## src/rtl/password_vault.sv

```systemverilog
// password_vault: three-code password lock with setup, unlock, change-password
// and a timed lockout after MAX_TRIES consecutive failed attempts.
//
// Ports:
//   CLK        in   system clock, all state changes on rising edge
//   RST        in   synchronous active-high reset, highest priority
//   SW         in   PW_W-bit code on the switches
//   ENTER      in   single-cycle enter pulse
//   SLOT       in   0-2 = code position, 3 = submit
//   CHG        in   change-password request, used on a submit in OPEN
//   UNLOCKED   out  high while in OPEN
//   LOCKED_OUT out  high while in LOCKOUT
//   PASS       out  one-cycle pulse on a successful compare
//   FAIL       out  one-cycle pulse on a failed compare
//   FAILS      out  consecutive-failure count
//   VSTATE     out  state code: SETUP=0, ARMED=1, OPEN=2, LOCKOUT=3
module password_vault #(
  parameter int unsigned PW_W        = 8,
  parameter int unsigned MAX_TRIES   = 3,
  parameter int unsigned LOCKOUT_CYC = 10
) (
  input  logic            CLK,
  input  logic            RST,
  input  logic [PW_W-1:0] SW,
  input  logic            ENTER,
  input  logic [1:0]      SLOT,
  input  logic            CHG,
  output logic            UNLOCKED,
  output logic            LOCKED_OUT,
  output logic            PASS,
  output logic            FAIL,
  output logic [2:0]      FAILS,
  output logic [1:0]      VSTATE
);

  localparam int unsigned NumSlots = 3;
  localparam int unsigned TimerW   = 16;
  localparam logic [2:0]        MaxTries = 3'(MAX_TRIES);
  localparam logic [TimerW-1:0] LockLoad = TimerW'(LOCKOUT_CYC);

  typedef enum logic [1:0] {
    S_SETUP   = 2'd0,
    S_ARMED   = 2'd1,
    S_OPEN    = 2'd2,
    S_LOCKOUT = 2'd3
  } state_e;

  state_e                          state_q, state_d;
  logic [NumSlots-1:0][PW_W-1:0]   pw_q, pw_d;
  logic [NumSlots-1:0][PW_W-1:0]   ent_q, ent_d;
  logic [2:0]                      fails_q, fails_d;
  logic [TimerW-1:0]               timer_q, timer_d;
  logic                            unlocked_q, unlocked_d;
  logic                            locked_out_q, locked_out_d;
  logic                            pass_q, pass_d;
  logic                            fail_q, fail_d;
  logic [2:0]                      fails_inc;

  // State register and registered outputs
  always_ff @(posedge CLK) begin
    if (RST) begin
      state_q      <= S_SETUP;
      pw_q         <= '0;
      ent_q        <= '0;
      fails_q      <= 3'd0;
      timer_q      <= '0;
      unlocked_q   <= 1'b0;
      locked_out_q <= 1'b0;
      pass_q       <= 1'b0;
      fail_q       <= 1'b0;
    end else begin
      state_q      <= state_d;
      pw_q         <= pw_d;
      ent_q        <= ent_d;
      fails_q      <= fails_d;
      timer_q      <= timer_d;
      unlocked_q   <= unlocked_d;
      locked_out_q <= locked_out_d;
      pass_q       <= pass_d;
      fail_q       <= fail_d;
    end
  end

  // Next-state, datapath and output logic
  always_comb begin
    state_d   = state_q;
    pw_d      = pw_q;
    ent_d     = ent_q;
    fails_d   = fails_q;
    timer_d   = timer_q;
    pass_d    = 1'b0;
    fail_d    = 1'b0;
    // Saturating increment keeps FAILS within MAX_TRIES
    fails_inc = (fails_q >= MaxTries) ? MaxTries : fails_q + 3'd1;

    if (state_q == S_LOCKOUT) begin
      // ENTER is ignored for the whole dwell, including the final cycle
      timer_d = timer_q - TimerW'(1);
      if (timer_q <= TimerW'(1)) begin
        state_d = S_ARMED;
        fails_d = 3'd0;
        ent_d   = '0;
        timer_d = '0;
      end
    end else if (ENTER) begin
      if (SLOT != 2'd3) begin
        for (int unsigned i = 0; i < NumSlots; i++) begin
          if (SLOT == 2'(i)) ent_d[i] = SW;
        end
      end else begin
        // Every submit consumes the entry registers
        ent_d = '0;
        case (state_q)
          S_SETUP: begin
            pw_d    = ent_q;
            state_d = S_ARMED;
          end
          S_ARMED: begin
            if (ent_q == pw_q) begin
              state_d = S_OPEN;
              pass_d  = 1'b1;
              fails_d = 3'd0;
            end else begin
              fail_d  = 1'b1;
              fails_d = fails_inc;
              if (fails_inc == MaxTries) begin
                state_d = S_LOCKOUT;
                timer_d = LockLoad;
              end
            end
          end
          S_OPEN: begin
            if (CHG) pw_d = ent_q;
            state_d = S_ARMED;
          end
          default: state_d = state_q;
        endcase
      end
    end

    unlocked_d   = (state_d == S_OPEN);
    locked_out_d = (state_d == S_LOCKOUT);
  end

  assign UNLOCKED   = unlocked_q;
  assign LOCKED_OUT = locked_out_q;
  assign PASS       = pass_q;
  assign FAIL       = fail_q;
  assign FAILS      = fails_q;
  assign VSTATE     = state_q;

endmodule

```

## config.mk

```make
export PLATFORM = sky130hd
export DESIGN_NAME = password_vault
export DESIGN_NICKNAME = d
export VERILOG_FILES = /design/src/rtl/password_vault.sv
export SDC_FILE = /design/constraint.sdc
export NUM_CORES = 1
export LEC_CHECK = 0
export CAP_MARGIN = 20
export CORE_MARGIN = 2
export CORE_UTILIZATION = 60
export CTS_BUF_LIST = sky130_fd_sc_hd__clkbuf_8
export CTS_CLUSTER_SIZE = 14
export DETAILED_ROUTE_END_ITERATION = 16
export PLACE_DENSITY_LB_ADDON = 0.05
export SYNTH_ARGS = -nofsm -noshare
export SYNTH_HDL_FRONTEND = slang
export SYNTH_SLANG_ARGS = --single-unit
```

## constraint.sdc

```tcl
create_clock -name CLK -period 5.8 [get_ports CLK]
set_input_delay 0.58 -clock CLK [delete_from_list [all_inputs] [get_ports CLK]]
set_output_delay 0.58 -clock CLK [all_outputs]
set_load 0.01 [all_outputs]
```

After elaboration in Yosys (flattened, before gate mapping)
Cells that the tools add are included.
Widths: inputs -> output; s select.
{ "totals": {"register_bits": 73, "latchBits": 0, "mem_bits_rw": 0, "rom_bits": 0, "inputBits": 14, "memories": 0} }
{ "op_classes": {"add_sub_neg": 2, "mul": 0, "div_mod_pow": 0, "order_cmp": 2, "eq_ne": 17, "n_shift": 0, "muxes": 32, "bitwise_logic": 4, "n_reduce_logical": 14} }
{ "ops": {"columns": ["cell", "n"], "rows": [
  ["$mux 24", 5],
  ["$mux 16", 7],
  ["$pmux 24 s2", 1],
  ["$eq 24x24->1", 1],
  ["$mux 8", 3],
  ["$mux 3", 7],
  ["$le 16x1->1 const B", 1],
  ["$sub 16x1->16 const B", 1],
  ["$mux 2", 6],
  ["$eq 2x2->1 const B", 5],
  ["$reduce_and 5->1", 2],
  ["$ne 3x2->1 const B", 3],
  ["$reduce_and 3->1", 3],
  ["$ne 2x2->1 const B", 4],
  ["$reduce_bool 2->1", 4],
  ["$reduce_or 5->1", 1],
  ["$eq 2x1->1 const B", 2],
  ["$logic_not 2->1", 2],
  ["$not 1->1", 4],
  ["$pmux 2 s2", 1],
  ["$reduce_and 4->1", 1],
  ["$add 3x1->3 const B", 1],
  ["$eq 3x2->1 const B", 1],
  ["$ge 3x2->1 const B", 1],
  ["other kinds (3)", 4]
]} }

Logic depth before layout (Yosys ltp)
Gate-level depths: netlist of run 1.
{ "logic_depth": {"ltp_word": 10, "depth_mapped": 9} }

Least setup slack after synthesis of run 1
OpenSTA, ideal clock, no wires.
{ "synth_path": {"path_type": "register -> register", "startpoint": "register fails_q[0], in the netlist FAILS[0]", "endpoint": "register timer_q[11]", "setup_ns": 0.091, "arrival_ns": 2.031, "required_ns": 5.709, "setup_slack_ns": 3.679, "stages_incl_launch_ff": 9, "synth_period_minus_slack_ns": 2.121, "path_cell_list": "dfxtp_1 ha_1 ha_1 a211oi_1 a211oi_1 o21ai_0 o21ba_2 clkbuf_1 a311oi_1"} }
{ "synth_via": {"elab_chain_cells": 5} }
{ "synth_rtl": {"columns": ["element", "line_no", "text"], "rows": [
  ["from (decl)", "51", "logic [2:0] fails_q, fails_d;"],
  ["from (signal assigned)", "75", "fails_q <= fails_d;"],
  ["$add 3x1->3 or $ge 3x2->1 (tied branches)", "94", "fails_inc = (fails_q >= MaxTries) ? MaxTries : fails_q + 3'd1;"],
  ["$mux 3 *", "94", null],
  ["$eq 3x2->1 *", "126", "if (fails_inc == MaxTries) begin"],
  ["$reduce_bool 2->1 (no line) *", null, null],
  ["$reduce_and 5->1 (no line) *", null, null],
  ["to (signal assigned)", "76", "timer_q <= timer_d;"],
  ["to (decl)", "52", "logic [TimerW-1:0] timer_q, timer_d;"]
]} }
Every way passes the cells marked *; elsewhere a longest branch is shown, timed or not.
A chain may end at the register's enable or synchronous reset.

Final worst setup path of run 1
{ "layout_path": {"startpoint": "input port SLOT[0]", "endpoint": "register timer_q[10]"} }
{ "layout_via": {"elab_chain_cells": 3} }
{ "layout_rtl": {"columns": ["element", "line_no", "text"], "rows": [
  ["from (decl)", "26", "input logic [1:0] SLOT,"],
  ["$ne 2x2->1", "106", "if (SLOT != 2'd3) begin"],
  ["$ne 2x2->1 (no line)", null, null],
  ["$reduce_and 5->1 (no line)", null, null]
]} }
No other way between the ends.

==> impl_metrics.ini, run 1 <==
[status]
status = complete, no violations

[min_path]
holdCritStartpoint = pw_q[6]$_SDFFE_PP0P_
worstHoldPathCells = 2
hold_end = pw_q[6]$_SDFFE_PP0P_
hold_class = reg2reg

[critical_path]
r2r_slack_ns = 3.46
cp.arrival_ns = 2.72
reg2reg_to = timer_q[10]$_SDFFE_PP0P_
crit_buf_inv = 1
endpoint_kind = register
path_delay_family = compound AO/OA/AOI/OAI gates
criticalPathCategory = in2reg
crit_path_start_kind = input pin
r2r_cells = 8
crit_fanout = 15
slowest_delay_ns = 0.65
r2r_start = FAILS[0]$_SDFFE_PP0P_
required_ns = 6.08
path_cells = clkdlybuf4s50_1 -> a22oi_1 -> a211oi_1 -> o21ai_0 -> o21ba_2 -> a21bo_2 -> a21oi_1
crit_slowest_cell = a22oi_1

[detailed_routing]
vias = 2708
first_iter_violations = 197
first_pass_iters = 4
drcViolationCount = 0
drt-vias-per-instance = 5.55
drtAntennaViolNets = 0
wl_per_cell_um = 14.1
routed_wl_mm = 6.90

[run]
cap_violations = 0

[power]
power_density_mw_per_mm2 = 258
ir_drop_v = 0.000195
leakagePower_uw = 0.00157
power_uw = 980

[placed_design]
gp_congestion = 0.841
io_buffers = 22
dp_hpwl_mm = 4.55

[timing]
setup_viol = 0
slew_violations = 0
slew-limit-headroom_pct = 39.2
timing.fmax_ghz = 0.410
finalCritPeriodShare_pct = 42.1
max_slew.worst_pin.slew_ns = 0.912
rsz0062_at_grt = false
fin_tns_setup_ns = 0
clock_skew_ns = 0.00496
hold_violations = 0
post-route-min-period_ns = 2.44

[yosys]
seq_area_frac_synth_pct = 43.6
synth_nets = 411
synth_largest_area_cell = dfxtp_1
synth_most_common_cell = dfxtp_1
async_flop_share_pct = 0
yosysTopAreaCellShare_pct = 43.6
synthDistinctLibCells = 44
ys.flop_type = dfxtp_1
ys.warnings.count = 0
synth-edff-count = 0
syn_inst = 393
synth_common_cells = dfxtp_1, nand2_1, nor2_1
syn_avg_cell_area_um2 = 8.53
synth-seq-cells = 73
syn_area_mm2 = 0.00335
yosys-top-cells-area = dfxtp_1, nand2_1, mux2i_1

[floorplan]
fp-row-count = 27
dieArea_mm2 = 0.00620
die_h_um = 78.7
die_w_um = 78.7
initial_core_util_pct = 61.6
core-area_mm2 = 0.00544
ios = 23

[cells_and_area]
drive_above_1_share_pct = 7.69
syn2layout_area_growth_pct = 13.3
nNetsFinal = 430
antennaDiodeCount = 0

[cts]
insertion_delay_ns = 0.35
numCtsBuffers = 9
clk_path_buf_depth = 2
htreeDepth = 3
cts_sinks = 73
cts_setup_buffers = 0
root_buffer = clkbuf_8
ctsResizeCount = 0
cts_tree = yes
clk_pin_slew_ns = 0.07
cts_hold_buf = 0

[grt]
grt_pass1_wl_mm = 11.7
grt_use_total_pct = 24.1
grt.overflow.total = 0
grt_max_degree = 75
grt_pass1_vias = 2591
antenna_found_initial = 0
cells by family (layout without fill, tap and decap cells):
logic type               count (synthesis)  count (layout)  share of synthesized area (%)
AO/OA/AOI/OAI                           73              73                           14.4
XOR/XNOR                                27              27                           7.06
adder cells (fa/ha/maj)                  4               4                           1.49
buffers and inverters                   26              49                           2.91
flip-flops                              73              73                           43.6
multiplexers                            25              25                           7.51
AND/OR/NAND/NOR                        165             165                           23.0
flip-flops by register name (all words and copies together), names as in the netlist:
signal	count
UNLOCKED	1
FAILS	3
pw_q	24
FAIL	1
timer_q	16
PASS	1
ent_q	24
VSTATE	2
LOCKED_OUT	1
where the power goes:
part	total [µW]	internal (µW)	leakage, µW	switching [µW]
logic	78.7	32.4	0.000893	46.3
clock network	381	194	0.0000909	187
registers	520	511	0.000591	8.91
total	980	737	0.00157	243
layout make-up:
class	instances	area, µm²
clock buffer	9	124
clock inverter	6	60.1
fill	430	1640
inverter	10	37.5
multi-input combinational	294	1790
sequential	73	1460
tap	72	90.1
timing repair buffer	24	230
layer usage:
layer	routed length, µm	GRT usage, %	vias up
met5	0	0	-
met4	110	12.1	0
met3	264	3.75	12
met2	3440	41.4	54
met1	3090	29.4	1250
li1	-	-	1392
tightest hold or removal path: cells and delay by family (launching register included):
family          cells  cell delay, ns
flops               1            0.32
simple gates        1            0.05
compound gates      1            0.05
metrics by stage:
stage / cells / hold WS (ns) / cell area (µm²) / util (%) / setup WS (ns)
after floorplan: 393 / 0.448 / 3350 / - / 3.68
final: 488 / 0.467 / 3790 / 69.8 / 3.36
after global placement: 473 / 0.453 / 3610 / 66.4 / 3.08
after global routing: 488 / 0.491 / 3790 / 69.8 / 3.16
after detailed placement: 473 / 0.458 / 3610 / 66.4 / 2.99
after CTS: 488 / 0.469 / 3790 / 69.8 / 3.36
cells in the final DEF (no fill, tap or decap), types with 4 or more instances in the layout:
master,instances
a211oi_1,5
a21oi_1,38
a311oi_1,7
and2_1,12
clkbuf_8,9
clkdlybuf4s50_1,21
dfxtp_1,73
ha_1,4
inv_1,10
mux2i_1,24
nand2_1,67
nand2b_1,5
nand3_1,7
nor2_1,39
nor3_1,10
nor4_1,8
xor2_1,24
worst max-delay path by stage:
stage               depth (start not counted)                  start  slack [ns]                       end
finish                                      7                SLOT[0]        3.36  timer_q[10]$_SDFFE_PP0P_
floorplan                                   8  FAILS[0]$_SDFFE_PP0P_        3.68  timer_q[11]$_SDFFE_PP0P_
global route                                7                SLOT[0]        3.16  timer_q[10]$_SDFFE_PP0P_
CTS                                         7                SLOT[0]        3.36  timer_q[10]$_SDFFE_PP0P_
detailed placement                          7                SLOT[0]        2.99  timer_q[10]$_SDFFE_PP0P_
global placement                            7                SLOT[0]        3.08   timer_q[0]$_SDFFE_PP0P_
Note: power is estimated with default switching activity, not from simulation.
==> inputs of run 2 (changes only) <==
==> constraint.sdc (replaced) <==
create_clock -name CLK -period 2.5 [get_ports CLK]
set_input_delay 0.25 -clock CLK [delete_from_list [all_inputs] [get_ports CLK]]
set_output_delay 0.25 -clock CLK [all_outputs]
set_load 0.01 [all_outputs]
==> run 2 against run 1 <==
Against the previous run: global-route usage is 0.29 points lower; cell count is 1.8% higher; wire length is 0.71% lower; power is 150% higher; critical path type is now reg2reg; critical endpoint is now timer_q[7]$_SDFFE_PP0P_; critical path depth is 1 higher; first-iteration DRC count is 26% lower; clock skew is 0.00089 ns higher; worst setup slack worse by 3.1 ns; via count is 1.0% higher; register-to-register slack worse by 3.2 ns; non-clock buffer count is 8 higher; core utilization is 1.9 points higher.
==> impl_metrics.ini, run 2 (synthesis gave the netlist of run 1 again) <==
[status]
status = complete, no violations

[critical_path]
path_cells = ha_1 -> ha_1 -> nand3b_1 -> a211oi_1 -> o21ai_0 -> o21ba_2 -> a21boi_0 -> o21ba_2
crit_slowest_cell = o21ba_2
required_ns = 2.75
endpoint_kind = register
slowest_delay_ns = 0.47
crit_fanout = 15
criticalPathCategory = reg2reg
cp.arrival_ns = 2.52
crit_path_start_kind = register

[cells_and_area]
reg_top3 = ent_q (24), pw_q (24), timer_q (16)
nNetsFinal = 438
layout_common_cells = dfxtp_1, nand2_1, nor2_1
final_common_cell = dfxtp_1
syn2layout_area_growth_pct = 16.4
antennaDiodeCount = 0
drive_above_1_share_pct = 9.65

[run]
cap_violations = 0

[placed_design]
dp_hpwl_mm = 4.56
gp_congestion = 0.845
io_buffers = 22
post-place-ws_ns = 0.278

[detailed_routing]
wl_per_cell_um = 13.8
vias = 2735
drtAntennaViolNets = 0
first_pass_iters = 5
first_iter_violations = 145
routed_wl_mm = 6.85
drcViolationCount = 0
drt-vias-per-instance = 5.50

[power]
leakagePower_uw = 0.00163
power_density_mw_per_mm2 = 625
ir_drop_v = 0.000467

[cts]
clk_path_buf_depth = 2
cts_sinks = 73
clk_pin_slew_ns = 0.08
htreeDepth = 3
ctsResizeCount = 0
numCtsBuffers = 9
cts_setup_buffers = 0
root_buffer = clkbuf_8
cts_tree = yes
cts_hold_buf = 0
insertion_delay_ns = 0.35

[timing]
slew-limit-headroom_pct = 51.9
post-route-min-period_ns = 2.27
hold_violations = 0
timing.fmax_ghz = 0.441
fin_tns_setup_ns = 0
rsz0062_at_grt = false
clock_skew_ns = 0.00585
max_slew.worst_pin.slew_ns = 0.719
setup_viol = 0
setup_ws_ns = 0.231
slew_violations = 0
finalCritPeriodShare_pct = 90.8

[floorplan]
die_h_um = 78.7
initial_core_util_pct = 61.6
fp-row-count = 27
die_w_um = 78.7
ios = 23
dieArea_mm2 = 0.00620
core-area_mm2 = 0.00544

[grt]
grt_pass1_wl_mm = 11.6
antenna_found_initial = 0
grt_pass1_vias = 2551
grt.overflow.total = 0
grt_use_total_pct = 23.8
grt_max_degree = 50

[min_path]
hold_class = in2reg
## run 2: cell types whose count changed in the layout (fill, tap and decap cells not counted)
| cell | change |
|---|---|
| clkbuf_8 | +1 |
| clkinv_4 | +1 |
| clkinvlp_4 | +1 |
| buf_4 | +8 |
| clkinv_2 | -3 |
| bufinv_16 | +1 |
## run 2: where the power goes
part	total, µW	leakage (µW)	switching [µW]	internal, µW
sequential	1210	0.000591	21.1	1180
combinational	186	0.000930	106	79.6
clock	1040	0.000105	455	590
total	2440	0.00163	582	1850
## run 2: through the flow
step	power (µW)	cells	util, %	hold slack (ns)	area (µm²)
2_1_floorplan	1350	393	-	0.448	3350
3_3_place_gp	1420	481	67.5	0.453	3670
3_5_place_dp	1420	481	67.5	0.459	3670
4_1_cts	2450	497	71.7	0.325	3900
5_1_grt	2520	497	71.7	0.363	3900
6_report	2440	497	71.7	0.325	3900
## run 2: path summary, 6_finish.rpt
check,startpoint,endpoint,slack (ns),cells after the start
max,FAILS[0]$_SDFFE_PP0P_,timer_q[7]$_SDFFE_PP0P_,0.23,8
min,RST,timer_q[0]$_SDFFE_PP0P_,0.33,2
max reg2reg,FAILS[0]$_SDFFE_PP0P_,timer_q[7]$_SDFFE_PP0P_,0.23,8
min reg2reg,pw_q[3]$_SDFFE_PP0P_,pw_q[3]$_SDFFE_PP0P_,0.47,2
## run 2: layout make-up
cell class                      count  area, µm²
Clock inverter                      6       91.3
Timing Repair Buffer               32        290
Clock buffer                       10        138
Tap cell                           72       90.1
Multi-Input combinational cell    294       1790
Fill cell                         448       1540
Sequential cell                    73       1460
Inverter                           10       37.5
## run 2: worst max-delay path: cells and delay by family, from the launching register on
kind	cells	cell delay, ns
and+or+nand+nor	1	0.11
DFF	1	0.36
adders and majority gates	2	0.49
AOI/OAI and AO/OA	5	1.21
## run 2: layer usage
metal	global-route usage [%]	part of all wire, %
met1	30.1	45
met2	39.5	48
met3	3.86	4.7
met4	12.1	2.4
met5	0	0
==> inputs of run 3 (changes only) <==
--- a/config.mk
+++ b/config.mk
@@ -11,7 +11,7 @@
 export CTS_BUF_LIST = sky130_fd_sc_hd__clkbuf_8
 export CTS_CLUSTER_SIZE = 14
 export DETAILED_ROUTE_END_ITERATION = 16
-export PLACE_DENSITY_LB_ADDON = 0.05
+export PLACE_DENSITY = 0.88
 export SYNTH_ARGS = -nofsm -noshare
 export SYNTH_HDL_FRONTEND = slang
 export SYNTH_SLANG_ARGS = --single-unit
==> run 3 against run 2 <==
Against the previous run: clock skew rose by 0.0086 ns; flip-flop and latch count did not move; core utilization is 1.4 points lower; register-to-register slack lost 0.06 ns; fmax shrank 2.4%; clock-buffer cell count rose by 1; sequential share of layout area increased by 0.75 points; power down 9.3%; first-iteration DRC count is 68% higher; hold slack better by 0.056 ns; largest power group unchanged; highest routed layer unchanged.
==> impl_metrics.ini, run 3 (synthesis gave the netlist of run 1 again) <==
[cells_and_area]
fillerInstances = 417
reg_top3 = ent_q (24), pw_q (24), timer_q (16)
antennaDiodeCount = 0
nNetsFinal = 435
final_area_mm2 = 0.00382
final_common_cell = dfxtp_1
layout_common_cells = dfxtp_1, nand2_1, nor2_1
syn2layout_area_growth_pct = 14.1
drive_above_1_share_pct = 8.57

[power]
power_frac_seq_pct = 54.6
swShare_pct = 24.7
power_switching_uw = 546
ir_drop_v = 0.000386
power_uw = 2210
p_clk_share_pct = 36.9
leakagePower_uw = 0.00159
power_density_mw_per_mm2 = 578
p_int_uw = 1660
combPwrFrac_pct = 8.5

[timing]
post-route-min-period_ns = 2.33
rsz0062_at_grt = false
fin_tns_setup_ns = 0
whs_ns = 0.382
setup_viol = 0
clock_skew_ns = 0.0144
slew-limit-headroom_pct = 46.6
max_slew.worst_pin.slew_ns = 0.798
timing.fmax_ghz = 0.430
hold_violations = 0
finalCritPeriodShare_pct = 93.0
slew_violations = 0

[critical_path]
crit_cells = 8
path_delay_family = compound AO/OA/AOI/OAI gates
reg2reg_to = ent_q[12]$_SDFFE_PP0P_
criticalPathCategory = reg2reg
crit_top_cell = nor2_1
slowest_delay_ns = 0.65
required_ns = 2.71
crit_slowest_cell = a31oi_2
crit_fanout = 8
r2r_slack_ns = 0.17
crit_path_start_kind = register
path_cells = inv_1 -> ha_1 -> nor2_1 -> nand4b_1 -> nor3_4 -> a31oi_2 -> mux2i_1 -> nor2_1
crit_start = timer_q[0]$_SDFFE_PP0P_
r2r_start = timer_q[0]$_SDFFE_PP0P_
cp.arrival_ns = 2.53
crit_path_end = ent_q[12]$_SDFFE_PP0P_
r2r_cells = 8
endpoint_kind = register
crit_buf_inv = 1

[floorplan]
ios = 23
dieArea_mm2 = 0.00620
fp-row-count = 27
die_h_um = 78.7
core-area_mm2 = 0.00544
die_w_um = 78.7
initial_core_util_pct = 61.6

[cts]
clk_path_buf_depth = 2
htreeDepth = 3
cts_hold_buf = 0
ctsResizeCount = 0
clk_pin_slew_ns = 0.07
numCtsBuffers = 9
cts_sinks = 73
cts_tree = yes
insertion_delay_ns = 0.35
cts_setup_buffers = 0
root_buffer = clkbuf_8

[detailed_routing]
drcViolationCount = 0
drtAntennaViolNets = 0
routed_wl_mm = 7.20
drt-vias-per-instance = 5.77
wl_per_cell_um = 14.6
vias = 2841
first_pass_iters = 4
first_iter_violations = 244

[grt]
grt_pass1_vias = 2565
grt_use_met3_pct = 5.68
grt_max_degree = 34
grt_pass1_wl_mm = 12.0
grt_use_total_pct = 24.9
antenna_found_initial = 0
met1_usage_pct = 33.0
use_met2_pct = 38.6
grt.overflow.total = 0
top_usage_layer = met2

[run]
cap_violations = 0

[min_path]
hold_class = in2reg

[placed_design]
dp_hpwl_mm = 4.73
dpl-instance-area_mm2 = 0.00365
io_buffers = 22
gp_congestion = 0.903

[status]
status = complete, no violations
run 3: cell types whose count changed in the layout (fill, tap and decap cells not counted), sizes merged:
cell / previous run / this run
buf: 11 / 8
bufinv: 2 / 0
clkbuf: 10 / 11
clkinv: 1 / 0
clkinvlp: 3 / 2
inv: 10 / 11
run 3: worst min path at each step:
| stage | startpoint | endpoint | slack (ns) | cells past startpoint |
|---|---|---|---|---|
| after floorplan | pw_q[15]$_SDFFE_PP0P_ | pw_q[15]$_SDFFE_PP0P_ | 0.45 | 2 |
| after global placement | pw_q[4]$_SDFFE_PP0P_ | pw_q[4]$_SDFFE_PP0P_ | 0.45 | 2 |
| after detailed placement | pw_q[4]$_SDFFE_PP0P_ | pw_q[4]$_SDFFE_PP0P_ | 0.46 | 2 |
| after CTS | RST | ent_q[23]$_SDFFE_PP0P_ | 0.36 | 2 |
| after global routing | RST | ent_q[23]$_SDFFE_PP0P_ | 0.41 | 2 |
| final | RST | ent_q[23]$_SDFFE_PP0P_ | 0.38 | 2 |
run 3: layout make-up:
type | instances | area (µm²) | area share (%)
Multi-Input combinational cell | 294 | 1800 | 47.0
Sequential cell | 73 | 1460 | 38.2
Timing Repair Buffer | 29 | 268 | 7.00
Clock buffer | 11 | 151 | 3.96
Tap cell | 72 | 90.1 | 2.36
Inverter | 10 | 37.5 | 0.982
Clock inverter | 3 | 18.8 | 0.491
run 3: per-stage QoR:
stage | instances | util, % | setup WS, ns
after floorplan | 393 | - | 0.379
after global placement | 478 | 67.1 | 0.198
after detailed placement | 478 | 67.1 | 0.181
after CTS | 492 | 70.2 | 0.153
after global routing | 492 | 70.3 | 0.0237
final | 492 | 70.3 | 0.175
run 3: routing by layer:
layer | up-vias | share of wire [%]
li1 | 1396 | -
met1 | 1339 | 47
met2 | 88 | 47
met3 | 18 | 4.5
met4 | 0 | 2.4
met5 | - | 0
run 3: power by group through the flow:
stage	Clock (µW)	Combinational [µW]	Sequential [µW]
after floorplan	0	123	1230
after global placement	0	178	1230
after detailed placement	0	183	1230
after CTS	825	186	1210
after global routing	875	204	1210
final	815	187	1210
